[config.mk]
export PLATFORM = sky130hd
export DESIGN_NAME = three_phase_spwm
export DESIGN_NICKNAME = d
export VERILOG_FILES = /design/src/rtl/three_phase_spwm.sv
export SDC_FILE = /design/constraint.sdc
export NUM_CORES = 1
export LEC_CHECK = 0
export ABC_CLOCK_PERIOD_IN_PS = 3600
export BUFFER_PORTS_ARGS = -buffer_cell sky130_fd_sc_hd__buf_2
export CAP_MARGIN = 20
export CORE_UTILIZATION = 40
export DETAILED_ROUTE_END_ITERATION = 8
export SLEW_MARGIN = 5
export SYNTH_ARGS = -nofsm -noshare
export SYNTH_HDL_FRONTEND = slang
export SYNTH_HIERARCHICAL = 1
export SYNTH_SLANG_ARGS = --single-unit
[constraint.sdc]
create_clock -name clk -period 3.6 [get_ports clk]
set_clock_uncertainty 0.1 [all_clocks]
set_input_delay 0.36 -clock clk [delete_from_list [all_inputs] [get_ports clk]]
set_output_delay 0.36 -clock clk [all_outputs]
set_load 0.005 [all_outputs]
[src/rtl/three_phase_spwm.sv]
// Three-phase sinusoidal PWM modulator: sign-magnitude references sampled at the
// carrier valley, compared against an up/down triangle, then dead-time inserted per phase.

module spwm_phase #(
  parameter int DEAD = 50
) (
  input  logic        clk,
  input  logic        rst,
  input  logic        act,
  input  logic        sample,
  input  logic [11:0] ref_in,
  input  logic [11:0] cnt,
  output logic        gate_hi,
  output logic        gate_lo
);
  localparam logic [9:0] DEAD_V = 10'(DEAD);

  logic [11:0] conv, lvl_q, lvl_d;
  logic        cmp_q, cmp_d, state_q, state_d, hi_q, hi_d, lo_q, lo_d;
  logic [9:0]  dt_q, dt_d;

  // 2048 + 2047 tops out at exactly 4095, so the positive half never needs clamping
  always_comb begin
    if (ref_in[11]) conv = 12'd2048 - {1'b0, ref_in[10:0]};
    else            conv = 12'd2048 + {1'b0, ref_in[10:0]};
  end

  always_comb begin
    lvl_d   = (act && sample) ? conv : lvl_q;
    cmp_d   = act && (lvl_q > cnt);
    state_d = state_q;
    dt_d    = dt_q;
    if (!act) begin
      state_d = 1'b0;
      dt_d    = DEAD_V;
    end else if (cmp_q != state_q) begin
      state_d = cmp_q;
      dt_d    = DEAD_V;
    end else if (dt_q != 10'd0) begin
      dt_d = dt_q - 10'd1;
    end
    // gates follow the post-update state so DEAD = 0 switches both on one edge
    hi_d = act && (dt_d == 10'd0) && state_d;
    lo_d = act && (dt_d == 10'd0) && !state_d;
  end

  always_ff @(posedge clk) begin
    if (rst) begin
      lvl_q   <= 12'd2048;
      cmp_q   <= 1'b0;
      state_q <= 1'b0;
      dt_q    <= DEAD_V;
      hi_q    <= 1'b0;
      lo_q    <= 1'b0;
    end else begin
      lvl_q   <= lvl_d;
      cmp_q   <= cmp_d;
      state_q <= state_d;
      dt_q    <= dt_d;
      hi_q    <= hi_d;
      lo_q    <= lo_d;
    end
  end

  assign gate_hi = hi_q;
  assign gate_lo = lo_q;
endmodule

module three_phase_spwm #(
  parameter int PRESCALE = 1,
  parameter int DEAD     = 50
) (
  input  logic        clk,
  input  logic        rst,
  input  logic        en,
  input  logic [11:0] ref_a,
  input  logic [11:0] ref_b,
  input  logic [11:0] ref_c,
  output logic [2:0]  gate_hi,
  output logic [2:0]  gate_lo,
  output logic        sync_valley
);
  localparam int PW = (PRESCALE > 1) ? $clog2(PRESCALE) : 1;

  logic [PW-1:0]   presc_q, presc_d;
  logic [11:0]     cnt_q, cnt_d;
  logic            dir_q, dir_d;  // 0 = counting up
  logic            tick, valley, act;
  logic [2:0][11:0] refs;

  assign refs        = {ref_c, ref_b, ref_a};
  assign act         = en && !rst;
  assign tick        = (presc_q == PW'(PRESCALE - 1));
  assign valley      = tick && (cnt_q == 12'd0);
  assign sync_valley = act && valley;

  always_comb begin
    presc_d = presc_q;
    cnt_d   = cnt_q;
    dir_d   = dir_q;
    if (!en) begin
      presc_d = '0;
      cnt_d   = 12'd0;
      dir_d   = 1'b0;
    end else if (tick) begin
      presc_d = '0;
      if (!dir_q) begin
        if (cnt_q == 12'hFFF) begin
          cnt_d = 12'hFFE;
          dir_d = 1'b1;
        end else begin
          cnt_d = cnt_q + 12'd1;
        end
      end else if (cnt_q == 12'd0) begin
        cnt_d = 12'd1;
        dir_d = 1'b0;
      end else begin
        cnt_d = cnt_q - 12'd1;
      end
    end else begin
      presc_d = presc_q + PW'(1);
    end
  end

  always_ff @(posedge clk) begin
    if (rst) begin
      presc_q <= '0;
      cnt_q   <= 12'd0;
      dir_q   <= 1'b0;
    end else begin
      presc_q <= presc_d;
      cnt_q   <= cnt_d;
      dir_q   <= dir_d;
    end
  end

  for (genvar p = 0; p < 3; p++) begin : g_ph
    spwm_phase #(.DEAD(DEAD)) u_ph (
      .clk    (clk),
      .rst    (rst),
      .act    (act),
      .sample (valley),
      .ref_in (refs[p]),
      .cnt    (cnt_q),
      .gate_hi(gate_hi[p]),
      .gate_lo(gate_lo[p])
    );
  end
endmodule
==> impl_metrics.toml <==
[status]
status = "completed"

[pwr]
power.switching_w = 0.000628
total_leakage_power_nw = 2.50
power.density_nw_per_um2 = 349
intPower_w = 0.00175
ir_drop_uv = 273
pwr-share-clk_pct = 40.2
comb_power_share_pct = 14.4
power.total_w = 0.00238
switching_share_pct = 26.4
seqPwrFrac_pct = 45.4

[cells_and_area]
drive_above_1_share_pct = 10.9
layout_common_cells = "dfxtp_1 (92), nor2_1 (77), inv_1 (56), nand2_1 (56)"
num_antenna_cells = 0
area_growth_pct = 11.1
utilization_pct = 46.1
final_common_cell = "dfxtp_1"
nets = 877
fill_cells = 1454

[run]
max_cap_violations = 0

[clock_network]
cts_max_level = 3
clkLatencyLatePin_ps = 350
cts_sinks = 92
cts.clk_slew.worst_paths_ps = 60
cts_tree = "done"
post_cts_resized = 0
cts_buffers = 9
cts_setup_buffers = 0
cts_hold_buf = 0
cts.path.max_buffers = 2
cts_root_buffer = "clkbuf_16"

[logic_synthesis]
synthFlopType = "dfxtp_1"
synth_compound_gate_area_share_pct = 21.4
synth_xor_area_share_pct = 5.43
syn_area_per_cell_um2 = 8.07
synthesis.area_um2 = 6130
yosys_warnings = 6
asyncSetResetFlopFracSynth_pct = 0
yosysTopAreaCell = "dfxtp_1"
ys_ff_latch = 92
synthCells = 759
synth_simple_gate_area_share_pct = 26.8
yosysTopAreaCellShare_pct = 30.1
synth.distinct_cells = 60
netlist_top_cells_area = "dfxtp_1 (30%), ha_1 (9.2%), a211oi_1 (4.9%), nor2_1 (4.7%), inv_1 (3.4%)"
synth_top_family_by_area = "simple AND/OR/NAND/NOR gates"
yosysSeqAreaShare_pct = 30.1
synth_edf_count = 0
synthMuxAreaShare_pct = 1.63
syn_nets = 843
synthAdderAreaFrac_pct = 9.19

[placement]
io_buffers = 45
hpwlAfterDp_mm = 11.7
place_ws_ps = 687
gp_congestion = 0.937

[floorplan]
die_x_um = 126
initial_core_util_pct = 41.5
die_area_um2 = 15800
row_count = 44
die_h_um = 126
core-area_um2 = 14800
num_io_pins = 46

[timing]
fin_setup_tns_ps = 0
fin_crit_ps = 2960
fin_ws_ps = 644
min_period_over_period_pct = 82.1
finalSetupViolCount = 0
slew_violations = 0
fmax_mhz = 338
rsz0062_at_grt = "false"
worstMarginPinSlew_ps = 643
relSlewSlack_pct = 57.1
hold_viol = 0

[global_routing]
grt_max_degree = 49
grt_pass1_wl_mm = 26.8
grt_overflow = 0
grt_pass1_vias = 5603
antenna_found_initial = 0
grtUsageTotal_pct = 20.7

[critical_path]
path_class = "flop to flop"
critical_path.top_delay_family = "simple AND/OR/NAND/NOR gates"
crit_top_cell = "inv_1"
cp.arrival_ps = 3130
cp-end-kind = "flop"
cpPeakStageDelay_ps = 590
crit_chain = "inv_1 > ha_1 > nor3b_2 > nand4_1 > inv_1 > and2_1 > o21ai_1 > a21oi_1"
critical_path_required_ps = 3770
rrSetupSlack_ps = 640
cp_max_fo = 20
cp_num_buf_inv = 2
startpoint_type = "flop"
crit_path_top_delay_cell = "and2_1"

[detailed_routing]
first_pass_iters = 5
routed_wl_mm = 15.8
drc = 0
ant_nets = 0
viasPerCell = 5.87
wl_per_cell_um = 16.1
route.vias.total = 5769
drt_iter0_drc = 423

[hold_path]
min_path_type = "input pin to flop"
## logic make-up after synthesis
logic type	Yosys count
simple gates	302
fa+ha+maj	45
xor+xnor	38
other cells	1
flops	92
buf+inv	85
compound gates	186
mux	10
## state kept, by name, summed over array words and instances (netlist names)
register,count
g_ph.u_ph/lvl_q,36
g_ph.u_ph/dt_q,30
cnt_q,12
g_ph.u_ph/cmp_q,3
g_ph.u_ph/gate_hi,3
g_ph.u_ph/gate_lo,3
g_ph.u_ph/state_q,3
dir_q,1
presc_q,1
## cell usage after synthesis (6+ instances only)
master and instances:
a211o_1 7, a211oi_1 40, a21o_1 6, a21oi_1 37, a31oi_1 7, and2_1 7, and3_1 7, and4_1 6
buf_2 7, clkbuf_1 21, dfxtp_1 92, ha_1 45, inv_1 56, mux2i_1 10, nand2_1 56, nand2b_1 10
nand3_1 12, nand4_1 22, nor2_1 77, nor2b_1 19, nor3_1 25, nor4_1 10, o211ai_1 8, o21ai_0 28
o31ai_1 9, or3_1 16, or4_1 6, xnor2_1 19, xor2_1 19
## area by class of cell
cell class,instances,area (um^2),share of cell area [%]
Sequential cell,92,1840,27.1
Clock buffer,13,250,3.68
Tap cell,184,230,3.38
Timing Repair Buffer,52,278,4.08
Multi-Input combinational cell,582,3950,58.0
Clock inverter,3,46.3,0.680
Inverter,56,210,3.09
## per-layer routing
metal | share of wire, % | track usage [%]
met1 | 44 | 25.3
met3 | 6.2 | 4.21
met4 | 1.5 | 6.80
met5 | 0 | 0
met2 | 48 | 36.5
## worst paths after layout
path         depth (start not counted)             startpoint               endpoint
min                                  3               ref_a[0]  g_ph[0].u_ph/lvl_q[0]
max                                  8               cnt_q[1]  g_ph[1].u_ph/lvl_q[9]
max reg2reg                          8               cnt_q[1]  g_ph[1].u_ph/lvl_q[9]
min reg2reg                          2  g_ph[0].u_ph/lvl_q[0]  g_ph[0].u_ph/lvl_q[0]
## stage by stage
stage               hold WS (ps)  std cells  instance area, um^2
floorplan                    333        759                 6130
global placement             351        966                 6510
detailed placement           356        966                 6510
CTS                          161        982                 6810
global route                 185        982                 6810
finish                       167        982                 6810
## power groups by stage
| stage | Combinational, W | Sequential [W] | Clock (W) |
|---|---|---|---|
| 3_3_place_gp | 0.000331 | 0.00110 | 0 |
| 4_1_cts | 0.000343 | 0.00108 | 0.000980 |
| 6_report | 0.000343 | 0.00108 | 0.000954 |
| 5_1_grt | 0.000391 | 0.00108 | 0.00103 |
| 3_5_place_dp | 0.000341 | 0.00110 | 0 |
| 2_1_floorplan | 0.000247 | 0.00109 | 0 |
## worst reg2reg max path, delay by kind of cell, from the launching register on
family	cells	cell delay [ps]
and+or+nand+nor	3	1290
buffers and inverters	2	470
DFF	1	460
AOI/OAI and AO/OA	2	350
adders and majority gates	1	220
Power figures use the tool's default switching activity.
